--- config.mk ---
export PLATFORM = sky130hd
export DESIGN_NAME = regfile_write_arbiter
export DESIGN_NICKNAME = d
export VERILOG_FILES = /design/src/rtl/regfile_write_arbiter.sv
export SDC_FILE = /design/constraint.sdc
export NUM_CORES = 1
export LEC_CHECK = 0
export CAP_MARGIN = 20
export CORE_MARGIN = 2
export CORE_UTILIZATION = 40
export DETAILED_ROUTE_END_ITERATION = 16
export PLACE_DENSITY_LB_ADDON = 0.05
export REMOVE_ABC_BUFFERS = 1
export SYNTH_ARGS = -nofsm -noshare
export SYNTH_HDL_FRONTEND = slang
export SYNTH_SLANG_ARGS = --single-unit
--- constraint.sdc ---
create_clock -name clk -period 8.2 [get_ports clk]
set_clock_uncertainty 0.2 [all_clocks]
set_input_delay 1.64 -clock clk [delete_from_list [all_inputs] [get_ports clk]]
set_output_delay 1.64 -clock clk [all_outputs]
set_load 0.01 [all_outputs]
--- src/rtl/regfile_write_arbiter.sv ---
`default_nettype none
// ============================================================================
// Module      : regfile_write_arbiter
// Description : Shares the register file write port between the ALU path
//               (requester 0) and the load return path (requester 1). Each
//               requester owns a one-entry buffer; a round-robin arbiter with
//               same-address ordering drains them into registered write
//               outputs and tracks in-flight destinations in a bitmap.
// Revision    : 1.0 - initial release
// ============================================================================
module regfile_write_arbiter #(
    parameter int NUM_REGS = 32,
    parameter int ADDR_W   = 5,
    parameter int DATA_W   = 32
) (
    input  logic                clk,
    input  logic                rst,
    input  logic                req0_valid,
    output logic                req0_ready,
    input  logic [ADDR_W-1:0]   req0_addr,
    input  logic [DATA_W-1:0]   req0_data,
    input  logic                req1_valid,
    output logic                req1_ready,
    input  logic [ADDR_W-1:0]   req1_addr,
    input  logic [DATA_W-1:0]   req1_data,
    output logic                write_enable,
    output logic [ADDR_W-1:0]   write_addr,
    output logic [DATA_W-1:0]   write_data,
    output logic [NUM_REGS-1:0] pending,
    output logic                prio
);

    // Holding buffers. The age bit marks an entry that arrived while the
    // other buffer already held an older entry that was not leaving.
    logic              r_v0, r_v1;
    logic              r_age0, r_age1;
    logic [ADDR_W-1:0] r_addr0, r_addr1;
    logic [DATA_W-1:0] r_data0, r_data1;

    logic              w_gnt0, w_gnt1, w_gnt_any;
    logic [ADDR_W-1:0] w_gnt_addr;
    logic [DATA_W-1:0] w_gnt_data;
    logic              w_acc0, w_acc1;
    logic              w_v0_nxt, w_v1_nxt;
    logic [ADDR_W-1:0] w_a0_nxt, w_a1_nxt;
    logic [NUM_REGS-1:0] w_pend_nxt;

    // Grant selection: single occupant wins, same address goes oldest-first
    // (requester 0 on a same-edge tie), otherwise the round-robin pointer.
    always_comb begin
        w_gnt0 = 1'b0;
        w_gnt1 = 1'b0;
        if (r_v0 && r_v1) begin
            if (r_addr0 == r_addr1) begin
                if (r_age0 && !r_age1) w_gnt1 = 1'b1;
                else                   w_gnt0 = 1'b1;
            end else if (prio) begin
                w_gnt1 = 1'b1;
            end else begin
                w_gnt0 = 1'b1;
            end
        end else if (r_v0) begin
            w_gnt0 = 1'b1;
        end else if (r_v1) begin
            w_gnt1 = 1'b1;
        end
    end

    assign w_gnt_any  = w_gnt0 | w_gnt1;
    assign w_gnt_addr = w_gnt1 ? r_addr1 : r_addr0;
    assign w_gnt_data = w_gnt1 ? r_data1 : r_data0;

    // A buffer accepts when empty or when it is draining this cycle.
    assign req0_ready = ~r_v0 | w_gnt0;
    assign req1_ready = ~r_v1 | w_gnt1;

    // Address 0 is handshaken but never stored.
    assign w_acc0 = req0_valid & req0_ready & (req0_addr != '0);
    assign w_acc1 = req1_valid & req1_ready & (req1_addr != '0);

    assign w_v0_nxt = w_acc0 | (r_v0 & ~w_gnt0);
    assign w_v1_nxt = w_acc1 | (r_v1 & ~w_gnt1);
    assign w_a0_nxt = w_acc0 ? req0_addr : r_addr0;
    assign w_a1_nxt = w_acc1 ? req1_addr : r_addr1;

    // Next pending map: every destination that will sit in a buffer or on
    // the output registers after this edge.
    always_comb begin
        w_pend_nxt = '0;
        for (int i = 0; i < NUM_REGS; i++) begin
            w_pend_nxt[i] = (w_v0_nxt  && (w_a0_nxt   == ADDR_W'(i))) ||
                            (w_v1_nxt  && (w_a1_nxt   == ADDR_W'(i))) ||
                            (w_gnt_any && (w_gnt_addr == ADDR_W'(i)));
        end
    end

    // Buffer 0 fill/drain and age tracking.
    always_ff @(posedge clk or posedge rst) begin
        if (rst) begin
            r_v0    <= 1'b0;
            r_age0  <= 1'b0;
            r_addr0 <= '0;
            r_data0 <= '0;
        end else begin
            r_v0 <= w_v0_nxt;
            if (w_acc0) begin
                r_addr0 <= req0_addr;
                r_data0 <= req0_data;
                r_age0  <= r_v1 & ~w_gnt1;
            end else if (w_gnt1) begin
                r_age0  <= 1'b0;
            end
        end
    end

    // Buffer 1 fill/drain and age tracking.
    always_ff @(posedge clk or posedge rst) begin
        if (rst) begin
            r_v1    <= 1'b0;
            r_age1  <= 1'b0;
            r_addr1 <= '0;
            r_data1 <= '0;
        end else begin
            r_v1 <= w_v1_nxt;
            if (w_acc1) begin
                r_addr1 <= req1_addr;
                r_data1 <= req1_data;
                r_age1  <= r_v0 & ~w_gnt0;
            end else if (w_gnt0) begin
                r_age1  <= 1'b0;
            end
        end
    end

    // Output write port registers, round-robin pointer and pending map.
    always_ff @(posedge clk or posedge rst) begin
        if (rst) begin
            write_enable <= 1'b0;
            write_addr   <= '0;
            write_data   <= '0;
            prio         <= 1'b0;
            pending      <= '0;
        end else begin
            write_enable <= w_gnt_any;
            if (w_gnt_any) begin
                write_addr <= w_gnt_addr;
                write_data <= w_gnt_data;
            end
            if (w_gnt0)      prio <= 1'b1;
            else if (w_gnt1) prio <= 1'b0;
            pending <= w_pend_nxt;
        end
    end

endmodule
`default_nettype wire

Yosys cells after proc, flatten, opt, wreduce, memory -nomap -nowiden
Index checks and enable logic that the tools add are counted.
{ "word_totals": {"ramBits": 0, "memories": 0, "reg_bits": 149, "wordCells": 313, "latch_bits": 0, "mem_bits_ro": 0} }
{ "classes": {"mux": 20, "bitwise": 15, "add_sub_neg": 0, "n_shift": 0, "magnitude_cmp": 0, "eq_ne": 94, "n_reduce_logical": 171, "div_mod_pow": 0, "mul": 0} }
{ "op_table": {"columns": ["op", "n"], "rows": [
  ["equality test 5 bit (second input constant)", 48],
  ["equality test 5 x 4 -> 1 bit (second input constant)", 24],
  ["logical AND 1 bit", 98],
  ["logical OR 1 bit", 64],
  ["equality test 5 x 3 -> 1 bit (second input constant)", 12],
  ["two-way mux 32 bit", 1],
  ["equality test 5 x 2 -> 1 bit (second input constant)", 6],
  ["two-way mux 1 bit", 16],
  ["equality test 5 x 1 -> 1 bit (second input constant)", 3],
  ["zero test 5 bit", 3],
  ["two-way mux 5 bit", 3],
  ["nonzero test 5 bit", 2],
  ["AND 1 bit", 6],
  ["nonzero test 2 bit", 3],
  ["equality test 5 bit", 1],
  ["bitwise OR 1 bit", 5],
  ["NOT 1 bit", 4],
  ["zero test 1 bit", 1]
]} }

Depth between registers and ports, before layout
Gate-level depths: netlist of run 1.
{ "logic_depth": {"depth_word": 13, "mapped_depth": 10} }

Worst setup path after synthesis of run 1
OpenSTA, ideal clock, no wires.
{ "synth_path": {"kind": "input-to-reg", "startpoint": "input port req1_addr[0]", "endpoint": "register pending[20]", "n_path_buf": 2, "stages": 7, "required_ps": 7874, "slack_ps": 4595, "t_arrival_ps": 3279, "cell_sequence": "buf_2 -> or2_1 -> o41ai_2 -> a21oi_1 -> buf_6 -> mux2_1 -> a221o_1"} }
{ "synth_via": {"elab_chain_len": 7, "elab_cells_between_ends": 8} }
{ "synth_lines": {"columns": ["item", "line", "source"], "rows": [
  ["from (decl)", "24", "input logic [ADDR_W-1:0] req1_addr,"],
  ["nonzero test 5 bit", "79", "assign w_acc1 = req1_valid & req1_ready & (req1_addr != '0);"],
  ["AND 1 bit", "79", null],
  ["two-way mux 5 bit", null, null],
  ["equality test 5 bit", "92", "(w_v1_nxt && (w_a1_nxt == ADDR_W'(i))) ||"],
  ["logical AND 1 bit (*)", "92", null],
  ["logical OR 1 bit (*)", "91", "w_pend_nxt[i] = (w_v0_nxt && (w_a0_nxt == ADDR_W'(i))) ||"],
  ["logical OR 1 bit (*)", "92", null],
  ["via w_pend_nxt[20]", "46", "logic [NUM_REGS-1:0] w_pend_nxt;"],
  ["to (signal assigned)", "151", "pending <= w_pend_nxt;"],
  ["to (decl)", "29", "output logic [NUM_REGS-1:0] pending,"]
]} }
The timed path passes the listed nets; every way through them passes the cells marked *.
A chain may end at the register's enable or synchronous reset.

Worst setup path in the final report of run 1
{ "layout_path": {"startpoint": "register r_addr1[2]", "endpoint": "output port req0_ready"} }
{ "layout_via": {"elab_chain_len": 4} }
{ "layout_lines": {"columns": ["item", "line", "source"], "rows": [
  ["from (decl)", "37", "logic [ADDR_W-1:0] r_addr0, r_addr1;"],
  ["from (signal assigned)", "126", "r_addr1 <= req1_addr;"],
  ["equality test 5 bit", "54", "if (r_addr0 == r_addr1) begin"],
  ["two-way mux 1 bit", "54", null],
  ["two-way mux 1 bit", "53", "if (r_v0 && r_v1) begin"],
  ["bitwise OR 1 bit", "74", "assign req0_ready = ~r_v0 | w_gnt0;"],
  ["to (decl)", "19", "output logic req0_ready,"]
]} }
No other way between the ends.

==> results.toml, run 1 <==
[flow_run]
cap_viol_max_count = 0

[worst_hold_path]
hold_class = "flop to flop"

[global_routing]
antenna_found_initial = 1
overflow = 0
grt_pass1_vias = 6918
grt_max_degree = 76
grt_use_total_pct = 25.41
grt_pass1_wl_mm = 40.08

[critical_path]
crit_chain = "xnor2_1 > and2_1 > a21o_1 > nand2_1 > inv_2 > clkdlybuf4s50_1"
crit_type = "flop to output pin"
cp.required_ps = 6360
startpoint_type = "flop"
slowest_delay_ps = 800
slowest_stage = "dfrtp_1"
crit_arrival_ps = 3520
cp-end-kind = "output pin"
critPathMaxFanout = 20

[final_layout]
synthToLayoutAreaGrowth_pct = 28.64
drive_above_1_share_pct = 10.89
multiInputGateArea_um2 = 3914
num_antenna_cells = 0
fillers = 1785
ff_latch_area_um2 = 3729
mostFrequentLayoutCell = "nand2_1"
final_cells = 1220
layout_common_cells = "180 x nand2_1, 150 x clkdlybuf4s50_1, 149 x dfrtp_1"
fin_util_pct = 52.47
layout.nets = 1020
postLayoutCellArea_um2 = 10210

[cts]
cts_tree = "yes"
cts_setup_buffers = 0
clockBufferDepth = 2
numCtsBuffers = 17
htreeDepth = 4
clk_latency_ps = 430
cts.sinks = 149
clkTransAtPathRegs_ps = 70
root_buffer = "clkbuf_16"
cts.hold.buffers_added = 0
cts-resized-gates = 0

[die]
die_w_um = 144.9
ios = 151
initial_core_util_pct = 40.78
die_area_um2 = 20990
core_area_um2 = 19460
die_h_um = 144.9
rows = 51

[power]
p_leak_nw = 4.329
p_per_area_nw_per_um2 = 321.8
ir_drop_v = 0.0001477

[timing]
slew_headroom_pct = 33.66
slew_viol_final = 0
rsz0062_at_grt = "false"
setup_viol_count_final = 0
setup_tns_ps = 0
fin_crit_sh_pct = 65.42
finalHoldViolCount = 0
fmax_ghz = 0.1864
worst_pin_slew_ps = 991.6
finalCriticalPeriod_ps = 5365

[placed_design]
dp_hpwl_mm = 17.94
portBuffers = 150
gp_congestion = 0.9752
placed_area_um2 = 9563
placed_cells = 1188

[route]
wl_per_cell_um = 21.23
vias = 7001
via_per_inst = 5.739
routed_wl_mm = 25.90
antenna_left = 0
drc = 0
drtPass1Iterations = 8
dr.first_iter.drc_count = 539

[logic_synthesis]
synth_edf_count = 0
synth_seq_cells = 149
synth_cell_types = 61
yosysWarnings = 0
ys_seq_area_share_pct = 46.97
syn_area_per_cell_um2 = 9.575
async_reset_ff_share_pct = 100.0
syn_inst = 829
syn_area_um2 = 7938
synth_top_flop_cell = "dfrtp_1"

[outcome]
status = "finished, final reports clean"
==> cell usage after synthesis, drive strengths merged, types with 14 or more instances <==
library cell / number / area [um^2]
a21oi: 19 / 98.85
a221o: 26 / 260.3
buf: 29 / 181.4
clkbuf: 34 / 127.6
dfrtp: 149 / 3729
mux2: 42 / 473.0
mux2i: 55 / 554.3
nand2: 181 / 679.4
nand3: 23 / 115.1
nor2: 50 / 190.2
o21ai: 67 / 339.1
o31ai: 14 / 105.1
or4: 16 / 123.9
==> through the flow <==
stage / setup slack [ps] / hold slack (ps) / power, mW
after global routing: 2671 / 298.7 / 3.475
after detailed placement: 3146 / 261.5 / 2.439
after CTS: 2885 / 277.2 / 3.310
final: 2835 / 273.3 / 3.286
after global placement: 3164 / 256.6 / 2.413
after floorplan: 2190 / 245.0 / 1.827
==> area by class of cell <==
type,instances,area share (%)
multi-input combinational,609,38.33
clock buffer,20,4.473
timing repair buffer,157,15.22
clock inverter,12,1.875
sequential,149,36.52
inverter,8,0.3431
tap,265,3.247
==> routing by layer <==
layer	global-route usage, %	up-vias	routed length [um]
li1	-	3215	-
met1	34.18	3437	11250
met2	40.07	283	12160
met3	5.660	64	1670
met4	9.811	2	804
met5	0	-	18
==> kinds of logic (layout without fill, tap and decap cells) <==
kind of cell    count (synthesis)  after routing  synth area share, %
compound gates                183            183                16.90
mux                            97             97                12.94
buf+inv                        71            197                4.272
simple gates                  324            324                18.36
flops                         149            149                46.97
xor+xnor                        5              5               0.5517
==> registers in the layout, indices dropped and copies added, names as in the netlist, 5 cells and up <==
signal and count:
r_addr1 5, r_data0 32, write_data 32, r_addr0 5, write_addr 5, r_data1 32, pending 32
==> worst paths after layout <==
check	startpoint	end	slack, ps	cells past startpoint
max in group asynchronous	rst	pending[3]	4820	3
worst min register to register	r_data0[6]	r_data0[6]	270	2
min in group asynchronous	rst	write_data[26]	1500	2
worst max-delay path	r_addr1[2]	req0_ready	2840	6
worst min-delay path	r_data0[6]	r_data0[6]	270	2
worst max register to register	r_addr1[2]	pending[21]	4150	7
==> where the power goes <==
part / switching, mW / internal [mW]
sequential: 0.186 / 0.966
combinational: 0.720 / 0.556
clock: 0.325 / 0.532
total: 1.23 / 2.05
==> critical path: cells and delay by family, from the launching register on <==
family / cells / cell delay (ps)
buffers and inverters: 2 / 820
flip-flops: 1 / 800
AND/OR/NAND/NOR: 2 / 760
AO/OA/AOI/OAI: 1 / 470
XOR/XNOR: 1 / 240
(Power assumes the default switching activity.)
==> run 2: changes to the inputs <==
==> constraint.sdc (replaced) <==
create_clock -name clk -period 5.2 [get_ports clk]
set_clock_uncertainty 0.2 [all_clocks]
set_input_delay 1.04 -clock clk [delete_from_list [all_inputs] [get_ports clk]]
set_output_delay 1.04 -clock clk [all_outputs]
set_load 0.01 [all_outputs]
==> results.toml, run 2 (synthesis gave the netlist of run 1 again) <==
[timing]
finalHoldViolCount = 0
fmax_ghz = 0.2217
slew_viol_final = 0
slew_headroom_pct = 35.94
finalCriticalPeriod_ps = 4511
rsz0062_at_grt = "false"
worst_pin_slew_ps = 952.1
setup_viol_count_final = 0
fin_crit_sh_pct = 86.76

[cts]
clkTransAtPathRegs_ps = 70
cts_tree = "yes"
cts.hold.buffers_added = 0
cts-resized-gates = 0
cts_setup_buffers = 0
clk_latency_ps = 420
htreeDepth = 4
clockBufferDepth = 2
numCtsBuffers = 17
cts.sinks = 149
root_buffer = "clkbuf_16"

[die]
core_area_um2 = 19460
initial_core_util_pct = 40.78
ios = 151
die_area_um2 = 20990
die_w_um = 144.9
rows = 51
die_h_um = 144.9

[final_layout]
postLayoutCellArea_um2 = 10260
synthToLayoutAreaGrowth_pct = 29.32
layout.nets = 1030
fin_util_pct = 52.74
layout_common_cells = "180 x nand2_1, 150 x clkdlybuf4s50_1, 149 x dfrtp_1"
drive_above_1_share_pct = 11.92
fillers = 1765
num_antenna_cells = 0
mostFrequentLayoutCell = "nand2_1"

[flow_run]
cap_viol_max_count = 0

[power]
power.share.sequential_pct = 34.0
p_int_mw = 3.121
p_per_area_nw_per_um2 = 500.7
ir_drop_v = 0.0003045
pwr-share-comb_pct = 41.6
switching_share_pct = 39.28
p_leak_nw = 4.366
switchingPower_mw = 2.019
power_frac_clock_pct = 24.4

[placed_design]
gp_congestion = 0.9860
dp_hpwl_mm = 18.49
placed_area_um2 = 9663
portBuffers = 150

[critical_path]
startpoint_type = "flop"
cp-end-kind = "output pin"
critPathMaxFanout = 13
cp.required_ps = 3960
crit_arrival_ps = 3270
crit_type = "flop to output pin"

[global_routing]
grt_use_total_pct = 25.64
antenna_found_initial = 0
overflow = 0
grt_pass1_vias = 7016
grt_max_degree = 83
grt_pass1_wl_mm = 40.39

[route]
vias = 7026
drtPass1Iterations = 5
via_per_inst = 5.712
dr.first_iter.drc_count = 687
antenna_left = 0
drc = 0
wl_per_cell_um = 21.23
routed_wl_mm = 26.12

[worst_hold_path]
hold_class = "flop to flop"

[outcome]
status = "finished, final reports clean"
run 2: worst paths after layout:
check | from | end | slack [ps] | cells past startpoint
worst min register to register | r_data0[22] | r_data0[22] | 280 | 2
worst max register to register | r_addr1[4] | pending[16] | 1480 | 9
worst min-delay path | r_data0[22] | r_data0[22] | 280 | 2
worst max-delay path | r_addr0[1] | req0_ready | 690 | 7
min in group asynchronous | rst | r_data1[26] | 910 | 2
max in group asynchronous | rst | r_data1[19] | 3020 | 3
run 2: critical path, stage by stage, from the launching register on:
cell             delay (ps)
dfrtp_1                 360
buf_4                   180
xnor2_1                 270
and2_1                  510
a21o_1                  450
nand2_1                 260
inv_2                   230
clkdlybuf4s50_1         590
run 2: layer usage:
metal  global-route usage, %  up-vias  wire (um)
met5                       0        -          0
met4                   12.01        0        941
met3                   4.837       67       1609
met2                   40.94      288      12340
met1                   33.73     3442      11230
li1                        -     3229          -
run 2: metrics by stage:
| stage | hold WS, ps | worst slack [ps] | TNS (ps) | power (mW) | std cells |
|---|---|---|---|---|---|
| final | 275.8 | 688.6 | 0 | 5.140 | 1230 |
| after detailed placement | 262.1 | 1113 | 0 | 3.895 | 1198 |
| after global routing | 303.9 | 465.4 | 0 | 5.433 | 1230 |
| after global placement | 257.5 | 1167 | 0 | 3.859 | 1198 |
| after CTS | 280.4 | 695.6 | 0 | 5.173 | 1230 |
| after floorplan | 245.0 | -325.7 | -12460 | 2.882 | 766 |
run 2: final cells by class:
type | count | area (um^2) | area share [%]
multi-input cells | 609 | 3914 | 38.13
repair buffers | 167 | 1654 | 16.11
flip-flops and latches | 149 | 3729 | 36.32
clock inverters | 15 | 176.4 | 1.719
clock buffers | 17 | 425.4 | 4.144
well taps | 265 | 331.6 | 3.230
inverters | 8 | 35.03 | 0.3413
run 2: power groups by stage:
stage | Combinational [mW] | Clock [mW] | Sequential (mW)
after floorplan | 1.03 | 0 | 1.85
after global placement | 2.11 | 0 | 1.75
after detailed placement | 2.13 | 0 | 1.77
after CTS | 2.13 | 1.29 | 1.75
after global routing | 2.31 | 1.33 | 1.79
final | 2.14 | 1.25 | 1.75
